==> config.mk <==
export PLATFORM = sky130hd
export DESIGN_NAME = instr_loader
export DESIGN_NICKNAME = d
export VERILOG_FILES = /design/src/rtl/instr_loader.sv
export SDC_FILE = /design/constraint.sdc
export NUM_CORES = 1
export LEC_CHECK = 0
export ABC_AREA = 0
export CORE_ASPECT_RATIO = 1.2
export CORE_UTILIZATION = 56
export CTS_CLUSTER_DIAMETER = 120
export CTS_CLUSTER_SIZE = 28
export DETAILED_ROUTE_END_ITERATION = 6
export PLACE_DENSITY = 0.79
export SYNTH_ARGS = -nofsm -noshare
export SYNTH_HDL_FRONTEND = slang
export SYNTH_SLANG_ARGS = --single-unit
export TNS_END_PERCENT = 1
==> constraint.sdc <==
create_clock -name clk -period 2.9 [get_ports clk]
set_input_delay 0.58 -clock clk [delete_from_list [all_inputs] [get_ports clk]]
set_output_delay 0.58 -clock clk [all_outputs]
set_load 0.01 [all_outputs]
==> src/rtl/instr_loader.sv <==
// rtl/instr_loader.sv - framed byte-stream loader writing 32-bit words into instruction memory
module instr_loader #(
  parameter int ADDR_WIDTH = 8,
  parameter int MAX_WORDS  = 256
) (
  input  logic                  clk,
  input  logic                  reset_n,
  input  logic                  start,
  input  logic                  byte_valid,
  input  logic [7:0]            byte_data,
  output logic                  byte_ready,
  output logic                  imem_we,
  output logic [ADDR_WIDTH-1:0] imem_addr,
  output logic [31:0]           imem_wdata,
  output logic                  cpu_hold,
  output logic                  busy,
  output logic                  done,
  output logic                  error
);

  typedef enum logic [2:0] {
    S_IDLE, S_LEN_HI, S_LEN_LO, S_DATA, S_CHECK, S_DONE, S_ERROR
  } state_t;

  localparam logic [16:0] MAX_LEN = 17'(MAX_WORDS);

  state_t      state, state_nx;
  logic [7:0]  len_hi;
  logic [15:0] len;
  logic [15:0] word_cnt;
  logic [1:0]  byte_cnt;
  logic [7:0]  csum;
  logic [23:0] shift;

  logic        xfer;
  logic        idle_like;
  logic [15:0] len_rx;
  logic [31:0] shift_nx;
  logic        last_word;

  assign xfer      = byte_valid & byte_ready;
  assign idle_like = (state == S_IDLE) || (state == S_DONE) || (state == S_ERROR);
  assign len_rx    = {len_hi, byte_data};
  assign shift_nx  = {shift, byte_data};
  assign last_word = (word_cnt + 16'd1) == len;

  always_comb begin
    state_nx = state;
    case (state)
      S_IDLE, S_DONE, S_ERROR: if (start) state_nx = S_LEN_HI;
      S_LEN_HI: if (xfer) state_nx = S_LEN_LO;
      S_LEN_LO: begin
        if (xfer) begin
          if (len_rx == 16'd0)                state_nx = S_CHECK;
          else if ({1'b0, len_rx} > MAX_LEN)  state_nx = S_ERROR;
          else                                state_nx = S_DATA;
        end
      end
      S_DATA:  if (xfer && byte_cnt == 2'd3 && last_word) state_nx = S_CHECK;
      S_CHECK: if (xfer) state_nx = (byte_data == csum) ? S_DONE : S_ERROR;
      default: state_nx = S_IDLE;
    endcase
  end

  assign busy       = (state == S_LEN_HI) || (state == S_LEN_LO) ||
                      (state == S_DATA)   || (state == S_CHECK);
  assign byte_ready = busy;
  assign cpu_hold   = busy || (state == S_ERROR);
  assign done       = (state == S_DONE);
  assign error      = (state == S_ERROR);

  always_ff @(posedge clk) begin
    if (!reset_n) begin
      state      <= S_IDLE;
      len_hi     <= '0;
      len        <= '0;
      word_cnt   <= '0;
      byte_cnt   <= '0;
      csum       <= '0;
      shift      <= '0;
      imem_we    <= 1'b0;
      imem_addr  <= '0;
      imem_wdata <= '0;
    end else begin
      state   <= state_nx;
      imem_we <= 1'b0;
      if (start && idle_like) begin
        len_hi    <= '0;
        len       <= '0;
        word_cnt  <= '0;
        byte_cnt  <= '0;
        csum      <= '0;
        imem_addr <= '0;
      end
      // the checksum byte itself is compared, never folded in
      if (xfer && state != S_CHECK) csum <= csum ^ byte_data;
      case (state)
        S_LEN_HI: if (xfer) len_hi <= byte_data;
        S_LEN_LO: if (xfer) len <= len_rx;
        S_DATA: begin
          if (xfer) begin
            shift    <= shift_nx[23:0];
            byte_cnt <= byte_cnt + 2'd1;
            if (byte_cnt == 2'd3) begin
              imem_we    <= 1'b1;
              imem_wdata <= shift_nx;
              imem_addr  <= word_cnt[ADDR_WIDTH-1:0];
              word_cnt   <= word_cnt + 16'd1;
            end
          end
        end
        default: ;
      endcase
    end
  end

endmodule

* Word level (Yosys, flattened, before mapping)
Index checks and enable logic that the tools add are counted.
** Storage, ports and cells
- Flip-flop bits (word level) :: 118
- Input port bits :: 12
- Output and inout bits :: 46
- Word-level logic and storage cells :: 77
** Cells by class
- Add/subtract/negate cells :: 2
- Magnitude comparators :: 1
- Eq/ne operators :: 15
- Muxes and demuxes :: 29
- Bitwise logic cells :: 2
- Reduce and logical (&&, ||, !) cells :: 18
** Operators by type and width (number)
- 16-bit two-way mux :: 7
- 8-bit two-way mux :: 9
- 3-bit two-way mux :: 7
- 16-bit by 1-bit adder with 16-bit output, second input constant :: 1
- 16-bit equality test :: 1
- 16-bit by 9-bit > comparator with 1-bit output, second input constant :: 1
- 16-bit logical NOT :: 1
- 3-bit one-hot mux with 5 select lines :: 1
- 2-bit inequality test, second input constant :: 5
- 3-bit equality test, second input constant :: 3
- 8-bit equality test :: 1
- 2-bit two-way mux :: 4
- 8-bit XOR :: 1
- 3-bit by 2-bit equality test with 1-bit output, second input constant :: 2
- 1-bit logical OR :: 6
- 3-bit AND reduction :: 2
- 5-bit AND reduction :: 1
- 1-bit logical AND :: 4
- 3-bit by 1-bit equality test with 1-bit output, second input constant :: 1
- 3-bit logical NOT :: 1
- 3-bit inequality test, second input constant :: 1
- 3-bit OR reduction :: 1
- 2-bit by 1-bit adder with 2-bit output, second input constant :: 1
- 2-bit equality test, second input constant :: 1
- other kinds (4) :: 4

* Longest topological paths before layout
- Depth after elaboration :: 9
- Gate-level depth with buffers :: 9
- Mapped depth without buffers :: 8

* Worst setup path after synthesis
OpenSTA, ideal clock, no wires.
- Kind :: register to register
- From :: register word_cnt[1]
- To :: register state[1]
- Library setup time :: 0.119 ns
- Arrival time :: 1.994 ns
- Slack :: 0.787 ns
- Cell stages (with the launch flop) :: 9
- Clock period less this slack :: 2.113 ns
- Path through :: dfxtp_1 > ha_1 > clkbuf_1 > nand2_1 > a2111oi_0 > nor2_1 > nor4_4 > a21oi_1 > o221a_1
** Between the ends
- Longest elaborated chain between the ends :: 5
** Ends and longest elaborated chain
- start: declaration :: RTL line 30 : logic [15:0] word_cnt;
- start signal: assignment :: RTL line 108 : word_cnt <= word_cnt + 16'd1;
- 16-bit by 1-bit adder with 16-bit output :: RTL line 45 : assign last_word = (word_cnt + 16'd1) == len;
- 16-bit equality test :: RTL line 45
- 1-bit logical AND :: RTL line 59 : S_DATA: if (xfer && byte_cnt == 2'd3 && last_word) state_nx = S_CHECK;
- 2-bit inequality test (no line)
- 5-bit AND reduction (no line)
- end signal: assignment :: RTL line 85 : state <= state_nx;
- end: declaration :: RTL line 27 : state_t state, state_nx;
No other way between the ends.
A chain may end at the register's enable or synchronous reset.

* Worst setup path in the final report
- From :: register state[1]
- To :: output port busy
** Between the ends
- Longest elaborated chain between the ends :: 4
- Elaborated cells on any way between the ends :: 7
- Classes of those cells :: eq/ne: 4; reduce/logical: 3
** Ends and longest elaborated chain
- 3-bit by 1-bit equality test with 1-bit output or 3-bit by 2-bit equality test with 1-bit output (tied branches) :: RTL line 65 : assign busy = (state == S_LEN_HI) || (state == S_LEN_LO) ||
- 1-bit logical OR (2 in series) :: RTL line 65
- 1-bit logical OR * :: RTL line 66 : (state == S_DATA) || (state == S_CHECK);
- end: declaration :: RTL line 16 : output logic busy,
Every way passes the cells marked *; elsewhere a longest branch is shown, timed or not.

==> results.py <==
metrics = {
    "placement": {
        "hpwl_um": 9770,
        "post_dp_cell_area_sq_um": 6080,
        "finalWeightedCongestion": 0.918,
        "numPortBuffers": 57,
    },
    "min_path": {
        "worstHoldStart": "imem_wdata[21]$_SDFFE_PN0P_",
        "min_to": "imem_wdata[21]$_SDFFE_PN0P_",
        "hold_path.class": "register to register",
        "min_path_cells": 2,
    },
    "critical_path": {
        "reg2reg_to": "state[1]$_SDFFE_PN0P_",
        "rr_startpoint": "word_cnt[4]$_SDFF_PN0_",
        "reg2reg_depth": 7,
        "critPathKind": "register to output pin",
        "cp-start-kind": "register",
        "cpPeakStageDelay_ns": 0.58,
        "ff2ff_setup_slack_ns": 0.15,
        "cp.arrival_ns": 2.28,
        "worstSetupEndpointType": "output pin",
        "critPathMaxFanout": 11,
        "required_ns": 2.32,
        "cp_slowest_cell": "dfxtp_1",
        "path_cells": "nor2_1 -> xnor2_1 -> buf_4 -> clkdlybuf4s50_1",
    },
    "clock_network": {
        "clk_pin_slew_ns": 0.06,
        "insertion_delay_ns": 0.51,
        "postCtsHoldBufs": 0,
        "clkSinkCount": 118,
        "clockBufferDepth": 2,
        "cts_resized": 0,
        "cts_root_buf": "clkbuf_8",
        "cts_made_buffers": 17,
        "cts_tree": "done",
        "postCtsSetupRepairBufs": 0,
        "h-tree-depth": 4,
    },
    "sta": {
        "period_share_pct": 98.7,
        "setup_viol": 0,
        "finalMaxSlewViolations": 0,
        "hold_slack_ns": 0.458,
        "final-hold-violation-count": 0,
        "fin_crit_ns": 2.86,
        "rsz0062_at_grt": "no",
        "max-slew-margin-rel_pct": 47.7,
        "max_freq_ghz": 0.349,
        "tightest_slew_ns": 0.784,
        "skew_ns": 0.00555,
        "setup-tns-final_ns": 0,
    },
    "status": {
        "outcome": "finished clean",
    },
    "synthesis": {
        "syn-num-nets": 706,
        "async_flop_share_pct": 0,
        "ys_ff_latch": 118,
        "yosysSeqAreaShare_pct": 44.1,
        "synth_area_sq_um": 5360,
        "synth_area_per_cell_sq_um": 7.74,
        "synth_edf_count": 0,
        "synth_warnings": 0,
        "synth_cells": 692,
        "synth_cell_type_count": 60,
        "synth-main-ff-cell": "dfxtp_1",
    },
    "routing": {
        "detail_route.wl_per_cell_um": 16.5,
        "drt_iter0_drc": 453,
        "remaining_drc_errors": 0,
        "routed_wl_um": 14500,
        "postRouteAntennaNets": 0,
        "drtPass1Iterations": 7,
        "num_vias": 5167,
        "drt-vias-per-instance": 5.90,
    },
    "floorplan": {
        "initial_core_util_pct": 58.4,
        "core_area_sq_um": 9180,
        "chipHeight_um": 109,
        "rows": 38,
        "io_pins": 58,
        "die_w_um": 91.3,
        "dieArea_sq_um": 9960,
    },
    "final_layout": {
        "layout-drive-gt1-share_pct": 9.52,
        "final_area_sq_um": 6670,
        "area.growth.synth_to_final_pct": 24.5,
        "finalNetCount": 757,
        "post-route-util_pct": 72.7,
        "num_antenna_cells": 0,
    },
    "global_routing": {
        "antenna_found_initial": 0,
        "grt_util_met1_pct": 34.9,
        "grt_pass1_wl_um": 23300,
        "use_met2_pct": 51.8,
        "globalRoute.busiestLayer": "met2",
        "grt_overflow": 0,
        "grt_pass1_vias": 4939,
        "grt_max_degree": 33,
        "gr-usage-met3_pct": 6.14,
        "track_usage_pct": 29.7,
    },
    "power_and_ir_drop": {
        "p_total_mw": 4.75,
        "vdd_drop_max_mv": 0.421,
        "p_per_area_nw_per_um2": 712,
        "leakagePower_nw": 2.28,
    },
    "flow_run": {
        "maxCapViolCount": 0,
    },
}
-- how the worst max path moves through the flow --
stage	start	depth (start not counted)	endpoint	slack, ns
floorplan	word_cnt[1]$_SDFF_PN0_	8	state[1]$_SDFFE_PN0P_	0.79
global placement	byte_valid	8	state[1]$_SDFFE_PN0P_	0.20
detailed placement	byte_valid	8	state[1]$_SDFFE_PN0P_	0.11
CTS	state[1]$_SDFFE_PN0P_	4	busy	0.1
global route	state[1]$_SDFFE_PN0P_	4	byte_ready	0.002
finish	state[1]$_SDFFE_PN0P_	4	busy	0.04
-- per-stage QoR --
step                std cells  setup WS, ns
floorplan                 692         0.787
global placement          844         0.205
detailed placement        844         0.111
CTS                       876        0.0977
global route              876       0.00230
finish                    876        0.0370
-- layout make-up --
type                       instances  area, sq um
multi-input combinational        514         2730
fill                             694         2510
timing repair buffer              86          813
clock buffer                      19          442
sequential                       118         2360
clock inverter                    13          146
inverter                           6         22.5
tap                              120          150
-- worst max-delay path: cells and delay by family, from the launching register on --
| family | cells | cell delay, ns |
|---|---|---|
| simple gates | 1 | 0.14 |
| flops | 1 | 0.58 |
| buf+inv | 2 | 0.73 |
| xor+xnor | 1 | 0.32 |
-- power breakdown --
group	internal (mW)	total [mW]	switching [mW]	leakage [nW]
registers	1.69	1.80	0.104	0.952
clock network	1.28	2.05	0.773	0.286
logic	0.361	0.902	0.540	1.05
-- registers in the layout (all words and copies together), names as in the netlist --
name and cells:
imem_wdata 32, word_cnt 16, byte_cnt 2, csum 8
len_hi 8, imem_addr 8, len 16, state 3
imem_we 1, shift 24
-- cells in the final DEF, fill, tap and decap left out, types with 16 or more instances in the layout --
cell type	count
a21oi_1	108
buf_4	27
clkbuf_16	16
clkdlybuf4s50_1	57
dfxtp_1	118
nand2_1	178
nand3_1	36
nor2_1	29
o21ai_0	21
xnor2_1	17
-- kinds of logic after synthesis --
| logic type | synth area share [%] |
|---|---|
| AO/OA/AOI/OAI | 17.8 |
| XOR/XNOR | 4.74 |
| adder cells (fa/ha/maj) | 0.467 |
| buffers and inverters | 4.88 |
| flip-flops | 44.1 |
| multiplexers | 1.14 |
| AND/OR/NAND/NOR | 26.9 |
-- per-layer routing --
metal	up-vias	part of all wire [%]
met3	39	6.6
met2	222	50
met4	0	3.1
met5	-	0
li1	2474	-
met1	2432	41
-- synthesized netlist by cell type (all sizes together) (8+ instances only) --
master | instances | area share [%]
nand2 | 178 | 12
dfxtp | 118 | 44
a21oi | 108 | 10
clkbuf | 37 | 2.6
nand3 | 37 | 3.6
nor2 | 29 | 2.0
o21ai | 28 | 2.6
buf | 17 | 1.9
xnor2 | 17 | 2.8
xor2 | 12 | 2.0
nor3 | 11 | 1.1
nand3b | 10 | 1.4
nand4 | 8 | 1.1
nor4 | 8 | 1.6
Power figures use the tool's default switching activity.
